## src/rtl/seven_seg_scan_decoder.sv

```systemverilog
// seven_seg_scan_decoder
//
// Monitors a time-multiplexed, active-low seven-segment display bus and
// recovers the hex digits being shown. Each digit must be held stable for
// STABLE_CYCLES consecutive cycles before it is captured into its nibble
// slot. Once every slot has been captured the assembled frame is presented
// through a val/rdy handshake.
//
// Parameters
//   NDIGITS        number of multiplexed digits (1..8)
//   STABLE_CYCLES  consecutive identical samples needed to capture (2..255)
//
// Ports
//   clk        clock, all state updates on the rising edge
//   rst        synchronous active-high reset
//   seg_in     segment pattern, bit0=a .. bit6=g, active low
//   digit_sel  one-hot digit select, bit i selects nibble i
//   out_val    assembled frame valid (registered)
//   out_rdy    consumer ready
//   out_value  decoded frame, nibble i from digit i
//   out_err    frame contains at least one unrecognised pattern
//   overrun    sticky, a capture was dropped while a frame was pending
//
// Optional feature (macro SEVEN_SEG_SCAN_DECODER_DP_EN):
//   dp_in      decimal point, active low; part of the stability comparison
//   out_dp     captured decimal points, active high, one bit per digit

module seven_seg_scan_decoder #(
    parameter int NDIGITS       = 4,
    parameter int STABLE_CYCLES = 4
) (
    input  logic                   clk,
    input  logic                   rst,
    input  logic [6:0]             seg_in,
    input  logic [NDIGITS-1:0]     digit_sel,
`ifdef SEVEN_SEG_SCAN_DECODER_DP_EN
    input  logic                   dp_in,
    output logic [NDIGITS-1:0]     out_dp,
`endif
    output logic                   out_val,
    input  logic                   out_rdy,
    output logic [4*NDIGITS-1:0]   out_value,
    output logic                   out_err,
    output logic                   overrun
);

`ifdef SEVEN_SEG_SCAN_DECODER_DP_EN
    localparam int SW = 8 + NDIGITS;
`else
    localparam int SW = 7 + NDIGITS;
`endif

    // Returns {valid, nibble}; unrecognised patterns decode to nibble 0.
    function automatic logic [4:0] decode_glyph(input logic [6:0] seg);
        case (seg)
            7'b1000000: return {1'b1, 4'h0};
            7'b1111001: return {1'b1, 4'h1};
            7'b0100100: return {1'b1, 4'h2};
            7'b0110000: return {1'b1, 4'h3};
            7'b0011001: return {1'b1, 4'h4};
            7'b0010010: return {1'b1, 4'h5};
            7'b0000010: return {1'b1, 4'h6};
            7'b1111000: return {1'b1, 4'h7};
            7'b0000000: return {1'b1, 4'h8};
            7'b0010000: return {1'b1, 4'h9};
            7'b0001000: return {1'b1, 4'hA};
            7'b0000011: return {1'b1, 4'hB};
            7'b1000110: return {1'b1, 4'hC};
            7'b0100001: return {1'b1, 4'hD};
            7'b0000110: return {1'b1, 4'hE};
            7'b0001110: return {1'b1, 4'hF};
            default:    return 5'b0_0000;
        endcase
    endfunction

    logic [SW-1:0]      prev_reg;
    logic [7:0]         run_reg, run_next;
    logic [NDIGITS-1:0] mask_reg, mask_next;
    logic               err_reg, err_next;
    logic               val_reg, val_next;
    logic               overrun_reg, overrun_next;
    logic [3:0]         slot_reg [NDIGITS];

    logic [SW-1:0]      sample;
    logic               sel_ok;
    logic               capture;
    logic               accept;
    logic               write_en;
    logic [4:0]         glyph;

    always_comb begin
`ifdef SEVEN_SEG_SCAN_DECODER_DP_EN
        sample = {dp_in, seg_in, digit_sel};
`else
        sample = {seg_in, digit_sel};
`endif
        sel_ok = (digit_sel != '0) && ((digit_sel & (digit_sel - 1'b1)) == '0);
        glyph  = decode_glyph(seg_in);

        // Run length counts the current cycle; a fresh run starts at 1 and
        // saturates at STABLE_CYCLES so a long hold captures exactly once.
        run_next = 8'd0;
        if (sel_ok) begin
            if (sample != prev_reg)
                run_next = 8'd1;
            else if (run_reg < 8'(STABLE_CYCLES))
                run_next = run_reg + 8'd1;
            else
                run_next = run_reg;
        end

        capture  = sel_ok && (sample == prev_reg) && (run_reg == 8'(STABLE_CYCLES - 1));
        accept   = val_reg && out_rdy;
        // A pending frame that is not being accepted on this edge blocks capture.
        write_en = capture && !(val_reg && !out_rdy);

        // Accept clears the frame first so a same-edge capture lands in the
        // fresh frame.
        mask_next = accept ? '0 : mask_reg;
        err_next  = accept ? 1'b0 : err_reg;
        if (write_en) begin
            mask_next = mask_next | digit_sel;
            if (!glyph[4])
                err_next = 1'b1;
        end
        val_next     = &mask_next;
        overrun_next = overrun_reg | (capture && !write_en);
    end

    always_ff @(posedge clk) begin
        if (rst) begin
            prev_reg    <= '0;
            run_reg     <= 8'd0;
            mask_reg    <= '0;
            err_reg     <= 1'b0;
            val_reg     <= 1'b0;
            overrun_reg <= 1'b0;
        end else begin
            prev_reg    <= sample;
            run_reg     <= run_next;
            mask_reg    <= mask_next;
            err_reg     <= err_next;
            val_reg     <= val_next;
            overrun_reg <= overrun_next;
        end
    end

    genvar gi;
    generate
        for (gi = 0; gi < NDIGITS; gi++) begin : g_slot
            always_ff @(posedge clk) begin
                if (rst)
                    slot_reg[gi] <= 4'h0;
                else if (write_en && digit_sel[gi])
                    slot_reg[gi] <= glyph[3:0];
            end
            assign out_value[4*gi +: 4] = slot_reg[gi];

`ifdef SEVEN_SEG_SCAN_DECODER_DP_EN
            logic dp_reg;
            always_ff @(posedge clk) begin
                if (rst)
                    dp_reg <= 1'b0;
                else if (write_en && digit_sel[gi])
                    dp_reg <= ~dp_in;
                else if (accept)
                    dp_reg <= 1'b0;
            end
            assign out_dp[gi] = dp_reg;
`endif
        end
    endgenerate

    assign out_val = val_reg;
    assign out_err = err_reg;
    assign overrun = overrun_reg;

endmodule

```

## config.mk

```make
export PLATFORM = sky130hd
export DESIGN_NAME = seven_seg_scan_decoder
export DESIGN_NICKNAME = d
export VERILOG_FILES = /design/src/rtl/seven_seg_scan_decoder.sv
export SDC_FILE = /design/constraint.sdc
export NUM_CORES = 1
export LEC_CHECK = 0
export ABC_AREA = 1
export BUFFER_PORTS_ARGS = -buffer_cell sky130_fd_sc_hd__buf_2
export CORE_ASPECT_RATIO = 1.25
export CORE_MARGIN = 4
export CORE_UTILIZATION = 30
export CTS_CLUSTER_DIAMETER = 40
export DETAILED_ROUTE_END_ITERATION = 12
export SYNTH_ARGS = -nofsm -noshare
export SYNTH_HDL_FRONTEND = slang
export SYNTH_SLANG_ARGS = --single-unit
```

## constraint.sdc

```tcl
create_clock -name clk -period 1.85 [get_ports clk]
set_clock_uncertainty 0.2 [all_clocks]
set_input_delay 0.37 -clock clk [delete_from_list [all_inputs] [get_ports clk]]
set_output_delay 0.37 -clock clk [all_outputs]
set_load 0.02 [all_outputs]
```

After elaboration in Yosys (flattened, before gate mapping). Memory sizes are Yosys's and may differ from the RTL's. Index checks and enable logic that the tools add are counted. W data, S select, Z words.

Add/sub/neg operators: 2. Bitwise operators: 8. Reduce and logical (&&, ||, !) cells: 21. $lt $le $gt $ge: 1. Equality and inequality tests: 18. Multiplexer cells: 26.

Operators by type and width (number): $pmux W5 S16 (1); $eq A7 B7 Y1 const B (4); $mux W4 (6); $eq A7 B5 Y1 const B (3); $eq A7 B6 Y1 const B (3); $mux W1 (19); $eq A7 B2 Y1 const B (2); $eq A7 B4 Y1 const B (2); $eq A11 B11 Y1 (1); $logic_and A1 B1 Y1 (11); $ne A11 B11 Y1 (1); $add A8 B1 Y8 const B (1); $eq A8 B2 Y1 const B (1); $lt A8 B3 Y1 const B (1); $eq A7 B3 Y1 const B (1); $logic_not A7 Y1 (1); $or A1 B1 Y1 (5); $and A4 B4 Y4 (1); $logic_not A4 Y1 (1); $or A4 B4 Y4 (1); $reduce_and A4 Y1 (1); $reduce_bool A4 Y1 (1); $sub A4 B1 Y4 const B (1); $logic_not A1 Y1 (3); 4 further kinds (4).

Output and inout port bits: 19. Input bits: 14. Register bits after elaboration: 26. Memories kept: 1. Word-level logic and storage cells: 84. RAM bits: 16.

Memory list: slot_reg (depth 4, bits a word 4, read ports 4, clocked after memory_dff 0, wr ports 4, line 82) `logic [3:0] slot_reg [NDIGITS];`.

Depth between registers and ports, before layout. Gate-level depths: netlist (run 1).

Word-level depth: 12. Gate-level depth with buffers: 11.

Worst setup path after synthesis (run 1). No wires, ideal clock.

Path type: input to register. From: input port seg_in[3]. To: memory slot_reg[2][0], enable pin. Stages on the path: 9. Slack: -61 ps. Data arrival time: 1403 ps. Path buffers: 1. Library setup time: 308 ps. Required time: 1342 ps. Cells stage by stage: buf_6 xor2_2 nor2_4 nand2_4 nor2_8 nand2_4 nor2_8 nand2_1 nand2_1.

RTL lines: from (decl) (line 34) `input logic [6:0] seg_in,`; to (decl) (line 82).

==> results of run 1 <==
[layout make-up]
| cell class | instances | area (µm²) |
|---|---|---|
| Timing Repair Buffer | 65 | 420.4 |
| Clock buffer | 5 | 68.82 |
| Tap cell | 87 | 108.9 |
| Clock inverter | 3 | 48.80 |
| Fill cell | 710 | 3835 |
| Inverter | 35 | 131.4 |
| Multi-Input combinational cell | 173 | 948.4 |
| Sequential cell | 42 | 1003 |
[cell usage after synthesis (2+ instances only)]
master    number
nand4_1        4
dfxtp_1       26
inv_2          5
nor2_8         2
nand3_1       11
nor2_2         3
o21ai_0        3
nand2_1       63
inv_1         29
nor2_4         2
nor2_1        51
nand2_2        3
xor2_1         5
nand2_4        5
edfxtp_1      16
o21ai_1        2
clkbuf_1       2
a21oi_1        5
nor3_1         5
[cells by family after synthesis]
group | synth area share (%)
AOI/OAI and AO/OA | 4.442
xor gates and xnor gates | 2.961
adders and majority gates | 0.6168
buffers and inverters | 7.403
DFF | 49.35
and+or+nand+nor | 35.22
[cell usage in the layout (no fill, tap or decap), types with 2 or more instances in the layout]
master,Yosys,routed
a21oi_1,5,5
buf_2,0,32
buf_4,0,32
clkbuf_8,0,5
dfxtp_1,26,24
dfxtp_2,0,2
edfxtp_1,16,16
inv_1,29,28
inv_2,5,6
nand2_1,63,55
nand2_2,3,9
nand2_4,5,6
nand3_1,11,10
nand4_1,4,4
nor2_1,51,44
nor2_2,3,9
nor2_4,2,3
nor2_8,2,2
nor3_1,5,4
o21ai_0,3,3
o21ai_1,2,2
xor2_1,5,5
[critical path: cells and delay by family, from the launching register on]
family           cells  cell delay, ns
DFF                  1            0.33
and+or+nand+nor      7            1.02
[power by group through the flow]
stage | registers (W) | clock network, W | logic (W)
after floorplan | 0.00102 | 0 | 0.000102
after global placement | 0.00101 | 0 | 0.000204
after detailed placement | 0.00101 | 0 | 0.000205
after CTS | 0.000989 | 0.000784 | 0.000207
after global routing | 0.000992 | 0.000817 | 0.000236
final | 0.000989 | 0.000752 | 0.000208
[worst max-delay path by stage]
stage                            from             end  cells after the start
final                      run_reg[5]  slot_reg[3][0]                      7
after global routing       run_reg[5]  slot_reg[0][0]                     10
after CTS                 prev_reg[9]  slot_reg[2][1]                     11
after detailed placement    seg_in[4]  slot_reg[2][1]                     12
after global placement      seg_in[4]  slot_reg[2][1]                     12
after floorplan             seg_in[3]  slot_reg[2][0]                      9
[per-stage QoR]
| stage | cells | cell area [µm²] | worst slack, ns | power [W] |
|---|---|---|---|---|
| after floorplan | 253 | 2033 | 0.001015 | 0.001123 |
| after global placement | 400 | 2529 | -0.1846 | 0.001214 |
| after detailed placement | 400 | 2529 | -0.2027 | 0.001216 |
| after CTS | 408 | 2649 | 0.007898 | 0.001981 |
| after global routing | 410 | 2730 | -0.1116 | 0.002044 |
| final | 410 | 2730 | 0.02064 | 0.001949 |
[metal layers]
layer / share of wire, % / routed length, µm
met1: 44 / 1865
met2: 48 / 2047
met3: 5.3 / 222
met5: 0 / 0
met4: 2.2 / 93
[timing repair]
item / in CTS / in global routing
setup buffers: 0 / 2
setup endpoints to repair: 4 / 31
gates resized for setup: 1 / 21
hold endpoints to repair: 0 / 0
pin swaps: 0 / 19
==> results.toml, run 1 <==
[setup_path]
worstPathMaxFanout = 5
critical_path.slowest_cell = "dfxtp_2"
criticalPathCategory = "reg2reg"
worstSetupStartpointType = "flop"
length_in_cells_of_the_worst_reg_to_reg_path = 7
slowest_delay_ns = 0.33
cp_data_required_time_ns = 1.66
crit_path_cell_trace = "nor2_2 -> nand3_2 -> nor2_2 -> nand2_2 -> nor2_4 -> nand4_1 -> nand2_2"
critical_path.endpoint_type = "flop"
worstReg2RegStart = "run_reg[5]"
reg2reg_to = "slot_reg[3][0]"
reg2reg_slack_ns = 0.02
timing.critical_path.arrival_ns = 1.64

[die]
ioPinCount = 33
dieWidth_um = 81.54
rows = 33
fp.dieArea_mm2 = 0.008148
floorplan.core_area_mm2 = 0.006565
initial_core_util_pct = 30.89
dieHeight_um = 99.93

[global_route]
gr-max-usage-layer = "met2"
gr-usage-met2_pct = 19.07
global_route_wire_length_before_repair_mm = 7.265
gr-usage-met3_pct = 2.783
first_global_vias = 1637
grt.total_usage_pct = 11.65
antenna_violations_before_repair = 0
grt_use_met1_pct = 14.22
grt_max_degree = 16
grt_overflow = 0

[synth]
synth.yosys.seq_area_share_pct = 49.35
ys_seq_elements = 42
synth_ff_type = "dfxtp_1"
postSynthNetCount = 268
syn-cell-area_mm2 = 0.002028
biggest_area_consumer_among_synthesized_cells = "dfxtp_1"
synth_cell_type_count = 30
synth_edf_count = 16
post-synth-top-area-fraction_pct = 25.66
synth.yosys.warnings = 0
synthTopCellsByArea = "dfxtp_1, edfxtp_1, nand2_1"
syn-mean-instance-area_um2 = 8.017
synthArstFlopShare_pct = 0
postSynthCellCount = 253

[timing]
slew_headroom_pct = 69.47
achievable-frequency_mhz = 546.6
finalSetupTns_ns = 0
layout_worst_path_cycle_share_pct = 98.88
worstMarginPinSlew_ns = 0.4545
layout_min_cycle_time_ns = 1.829
timing.final.hold_violations = 0
drv_slew = 0
final.hold.worst_slack_ns = 0.1253
rsz0062_at_grt = "true"
setup_violations = 0

[placement]
io_buffers = 32
dp_hpwl_mm = 3.392
gp_congestion = 0.8233

[power]
p_comb_share_pct = 10.7
pwr-share-clk_pct = 38.6
share_seq_of_total_power_pct = 50.7
static-leakage-power_nw = 1.334
power_density_mw_per_mm2 = 713.9
p_sw_share_pct = 24.38
power.ir.vdd_worst_v = 0.0003351
net-switching-power_w = 0.0004752
power.internal_w = 0.001474

[cells_and_area]
antenna_cells = 0
final_net_count = 337
largest_register_ff_count = 16
utilization_pct = 41.59
area_growth_syn_to_layout_pct = 34.61
share_of_final_layout_standard_cells_stronger_than_drive_strength_1_pct = 36.22

[routing]
drt_pre_antenna_iters = 4
num_vias = 1735
detailedRoute.firstIterationViolations = 70
route.detailed.vias_per_inst = 4.232
sum_of_routed_wire_length_over_all_layers_mm = 4.228
antenna_violating_nets_post_route = 0
remaining_drc_errors = 0
drt-wirelength-per-cell_um = 10.31

[hold_path]
hold_depth = 3
hold_wc_path_type = "in2reg"
hold_start = "seg_in[3]"
holdPathEnd = "prev_reg[7]"

[clock_tree]
tritoncts.num_buffers = 5
cts.htree.levels = 2
clkSlewWorstSetupHoldPaths_ns = 0.09
cts_tree = "done"
cts_num_sinks = 42
holdBufCountCts = 0
clk_path_buf_depth = 2
root_buffer = "clkbuf_8"
clk_latency_ns = 0.30

[status]
status = "completed"

[job]
maxCapViolations = 0
(Power assumes the default switching activity.)
==> inputs of run 2 (changes only) <==
--- a/config.mk
+++ b/config.mk
@@ -9,9 +9,10 @@
 export BUFFER_PORTS_ARGS = -buffer_cell sky130_fd_sc_hd__buf_2
 export CORE_ASPECT_RATIO = 1.25
 export CORE_MARGIN = 4
-export CORE_UTILIZATION = 30
+export CORE_UTILIZATION = 25
 export CTS_CLUSTER_DIAMETER = 40
 export DETAILED_ROUTE_END_ITERATION = 12
+export RECOVER_POWER = 25
 export SYNTH_ARGS = -nofsm -noshare
 export SYNTH_HDL_FRONTEND = slang
 export SYNTH_SLANG_ARGS = --single-unit
==> results.toml, run 2 (synthesis results as in run 1) <==
[die]
ioPinCount = 33
dieWidth_um = 88.56
initial_core_util_pct = 25.88
rows = 36
fp.dieArea_mm2 = 0.009626
floorplan.core_area_mm2 = 0.007838
dieHeight_um = 108.7

[global_route]
grt_overflow = 0
grt_max_degree = 14
first_global_vias = 1655
antenna_violations_before_repair = 0
grt.total_usage_pct = 9.908
global_route_wire_length_before_repair_mm = 7.576

[clock_tree]
cts_tree = "done"
clk_latency_ns = 0.29
holdBufCountCts = 0
root_buffer = "clkbuf_8"
clkSlewWorstSetupHoldPaths_ns = 0.08
cts.htree.levels = 2
clk_path_buf_depth = 2
tritoncts.num_buffers = 5
cts_num_sinks = 42

[timing]
slew_headroom_pct = 61.76
drv_slew = 0
rsz0062_at_grt = "true"
layout_min_cycle_time_ns = 1.792
setup_violations = 0
worstMarginPinSlew_ns = 0.5692
achievable-frequency_mhz = 558.1
timing.final.hold_violations = 0
layout_worst_path_cycle_share_pct = 96.85

[power]
share_seq_of_total_power_pct = 55.6
p_comb_share_pct = 11.6
pwr-share-clk_pct = 32.8
static-leakage-power_nw = 1.311
net-switching-power_w = 0.0004507
p_sw_share_pct = 25.38
power.internal_w = 0.001325
power_density_mw_per_mm2 = 657.7
power.ir.vdd_worst_v = 0.0003251

[setup_path]
cp_data_required_time_ns = 1.66
worstSetupStartpointType = "flop"
criticalPathCategory = "reg2reg"
worstPathMaxFanout = 5
critical_path.endpoint_type = "flop"
reg2reg_slack_ns = 0.06
timing.critical_path.arrival_ns = 1.60

[cells_and_area]
largest_register_ff_count = 16
final_common_cell = "nand2_1"
area_growth_syn_to_layout_pct = 33.13
final_net_count = 337
antenna_cells = 0
final_cell_mix = "nand2_1, nor2_1, buf_4"
postLayoutCellArea_mm2 = 0.002700
share_of_final_layout_standard_cells_stronger_than_drive_strength_1_pct = 33.75
utilization_pct = 34.45

[routing]
drt_pre_antenna_iters = 4
remaining_drc_errors = 0
route.detailed.vias_per_inst = 4.244
num_vias = 1774
antenna_violating_nets_post_route = 0
detailedRoute.firstIterationViolations = 77
sum_of_routed_wire_length_over_all_layers_mm = 4.404
drt-wirelength-per-cell_um = 10.54

[placement]
dp_hpwl_mm = 3.529
io_buffers = 32
gp_congestion = 0.9376
placed_cell_area_mm2 = 0.002539

[hold_path]
hold_wc_path_type = "in2reg"

[job]
maxCapViolations = 0

[status]
status = "completed"
[run 2: power groups by stage]
stage / registers [W] / clock network [W] / logic (W)
floorplan: 0.00102 / 0 / 0.000102
global placement: 0.00101 / 0 / 0.000202
detailed placement: 0.00101 / 0 / 0.000203
CTS: 0.000989 / 0.000606 / 0.000205
global route: 0.000991 / 0.000651 / 0.000234
finish: 0.000988 / 0.000582 / 0.000205
[run 2: what timing repair did]
action	4_1_cts	5_1_grt
buffers inserted	0	2
gates resized for setup	0	21
setup endpoints to repair	0	30
[run 2: final cells by class]
type | count | area, µm²
clock buffer | 6 | 72.57
inverter | 35 | 131.4
timing repair buffer | 65 | 410.4
multi-input combinational | 173 | 950.9
fill | 851 | 5137
tap | 95 | 118.9
clock inverter | 2 | 13.76
sequential | 42 | 1002
[run 2: critical path, cell delays in order, from the launching register on]
cell     delay, ns
dfxtp_2       0.33
nor2_2        0.10
nand3_2       0.11
nor2_4        0.13
nand2_2       0.07
nor2_4        0.20
nand2_4       0.09
nor2_8        0.11
nand2_2       0.08
nand2_4       0.08
[run 2: per-layer routing]
layer / GRT usage, % / part of all wire, % / vias up
li1: - / - / 928
met3: 2.797 / 5.2 / 8
met1: 13.34 / 47 / 807
met4: 2.916 / 1.7 / 0
met5: 0 / 0 / -
met2: 15.40 / 46 / 31
[run 2: metrics by stage]
step                std cells  total power [W]  hold WS [ns]  TNS (ns)  worst slack, ns
finish                    418         0.001776        0.1257         0          0.05820
global route              418         0.001875        0.1313   -0.9762         -0.06105
CTS                       416         0.001799        0.1168         0          0.01472
detailed placement        408         0.001214        0.2226    -5.434          -0.2126
global placement          408         0.001212        0.2149    -5.120          -0.2068
floorplan                 253         0.001123        0.2083         0         0.001015
[run 2: worst paths after layout]
check	cells past startpoint	from	to
max	9	run_reg[5]	slot_reg[2][3]
min	3	seg_in[3]	prev_reg[7]
max reg2reg	9	run_reg[5]	slot_reg[2][3]
min reg2reg	2	run_reg[5]	run_reg[5]
==> inputs of run 3 (changes only) <==
--- a/config.mk
+++ b/config.mk
@@ -10,9 +10,11 @@
 export CORE_ASPECT_RATIO = 1.25
 export CORE_MARGIN = 4
 export CORE_UTILIZATION = 25
+export CTS_BUF_LIST = sky130_fd_sc_hd__clkbuf_8 sky130_fd_sc_hd__clkbuf_16
 export CTS_CLUSTER_DIAMETER = 40
 export DETAILED_ROUTE_END_ITERATION = 12
 export RECOVER_POWER = 25
+export REMOVE_ABC_BUFFERS = 1
 export SYNTH_ARGS = -nofsm -noshare
 export SYNTH_HDL_FRONTEND = slang
 export SYNTH_SLANG_ARGS = --single-unit
==> constraint.sdc (replaced) <==
create_clock -name clk -period 2.25 [get_ports clk]
set_clock_uncertainty 0.2 [all_clocks]
set_input_delay 0.45 -clock clk [delete_from_list [all_inputs] [get_ports clk]]
set_output_delay 0.45 -clock clk [all_outputs]
set_load 0.02 [all_outputs]
==> results.toml, run 3 (synthesis results as in run 1) <==
[timing]
achievable-frequency_mhz = 540.2
setup_violations = 0
layout_worst_path_cycle_share_pct = 82.28
rsz0062_at_grt = "false"
layout_min_cycle_time_ns = 1.851
slew_headroom_pct = 43.38
timing.final.ws_setup_ns = 0.3987
worstMarginPinSlew_ns = 0.8494
finalSetupTns_ns = 0
drv_slew = 0
timing.final.hold_violations = 0

[cells_and_area]
register_area_mm2 = 0.001001
multi_input_area_um2 = 877.1
antenna_cells = 0
final_common_cell = "nand2_1"
postLayoutCellArea_mm2 = 0.002407
area_growth_syn_to_layout_pct = 18.69
fillerInstances = 867
final_net_count = 309
largest_register_ff_count = 16
post_layout_nonfiller_instances = 390
share_of_final_layout_standard_cells_stronger_than_drive_strength_1_pct = 20.34
final_cell_mix = "nand2_1, nor2_1, inv_1"

[setup_path]
critical_path.endpoint_type = "flop"
slowest_delay_ns = 0.32
criticalPathCategory = "reg2reg"
worstSetupStartpointType = "flop"
crit_path_cell_trace = "nor2_1 -> nand3_1 -> nor2_2 -> nand2_1 -> nor2_4 -> nand4_1 -> nand2_1"
timing.critical_path.arrival_ns = 1.65
cp_data_required_time_ns = 2.05
critical_path.slowest_cell = "dfxtp_1"
worstPathMaxFanout = 5
crit_path_frequent_cell = "nand2_1"

[routing]
sum_of_routed_wire_length_over_all_layers_mm = 4.174
drt-wirelength-per-cell_um = 10.70
detailedRoute.firstIterationViolations = 73
route.layer.met1.wl_mm = 1.832
antenna_violating_nets_post_route = 0
met3WireLength_um = 214
top_signal_layer_used = "met4"
remaining_drc_errors = 0
met2_wirelength_mm = 2.050
num_vias = 1648
drt_pre_antenna_iters = 5
route.detailed.vias_per_inst = 4.226

[clock_tree]
clkSlewWorstSetupHoldPaths_ns = 0.08
cts.htree.levels = 2
root_buffer = "clkbuf_8"
cts_tree = "done"
holdBufCountCts = 0
postCtsSetupBuffers = 0
clk_latency_ns = 0.30
tritoncts.num_buffers = 5
cts_resized = 0
clk_path_buf_depth = 2
cts_num_sinks = 42

[power]
power_density_mw_per_mm2 = 604.9
power.ir.vdd_worst_v = 0.0002815
static-leakage-power_nw = 1.142

[placement]
placed_cell_area_mm2 = 0.002326
placed_cells_incl_taps = 382
dp_hpwl_mm = 3.354
dpl_worst_slack_ns = 0.1503
gp_congestion = 0.8491
io_buffers = 32

[die]
dieWidth_um = 88.56
initial_core_util_pct = 25.88
ioPinCount = 33
fp.dieArea_mm2 = 0.009626
rows = 36
dieHeight_um = 108.7
floorplan.core_area_mm2 = 0.007838

[global_route]
grt_overflow = 0
first_global_vias = 1558
antenna_violations_before_repair = 0
grt.total_usage_pct = 9.282
grt_max_degree = 18
global_route_wire_length_before_repair_mm = 6.934

[hold_path]
hold_wc_path_type = "reg2reg"

[status]
status = "completed"

[job]
maxCapViolations = 0
==> run 3: worst max-delay path: cells and delay by family (launching register included) <==
kind	cells	cell delay (ns)
and+or+nand+nor	7	1.03
DFF	1	0.32
==> run 3: path summary, 6_finish.rpt <==
path	start	slack, ns	to	cells past startpoint
setup reg to reg	run_reg[4]	0.40	slot_reg[0][1]	7
hold reg to reg	run_reg[5]	0.23	run_reg[5]	2
hold / removal	run_reg[5]	0.23	run_reg[5]	2
setup / recovery	run_reg[4]	0.40	slot_reg[0][1]	7
==> run 3: metal layers <==
layer	vias to the layer above	global-route usage, %
met1	738	10.48
met3	5	2.041
met2	36	16.74
met4	0	3.564
met5	-	0
li1	869	-
==> run 3: layout make-up <==
type,instances,share of cell area [%]
Clock buffer,5,2.859
Clock inverter,3,0.9875
Inverter,35,5.457
Multi-Input combinational cell,173,36.43
Sequential cell,42,41.58
Tap cell,95,4.938
Timing Repair Buffer,37,7.744
==> run 3: per-stage QoR <==
| stage | util [%] | power, W | hold WS [ns] |
|---|---|---|---|
| 2_1_floorplan | - | 0.0009158 | 0.2083 |
| 3_3_place_gp | 29.68 | 0.0009708 | 0.2157 |
| 3_5_place_dp | 29.68 | 0.0009730 | 0.2181 |
| 4_1_cts | 30.86 | 0.001479 | 0.2169 |
| 5_1_grt | 30.72 | 0.001523 | 0.2212 |
| 6_report | 30.72 | 0.001456 | 0.2269 |
==> run 3: power breakdown <==
| group | switching, W | total (W) | internal, W |
|---|---|---|---|
| Clock | 0.000282 | 0.000504 | 0.000222 |
| Sequential | 0.00000755 | 0.000813 | 0.000805 |
| Combinational | 0.0000958 | 0.000140 | 0.0000440 |
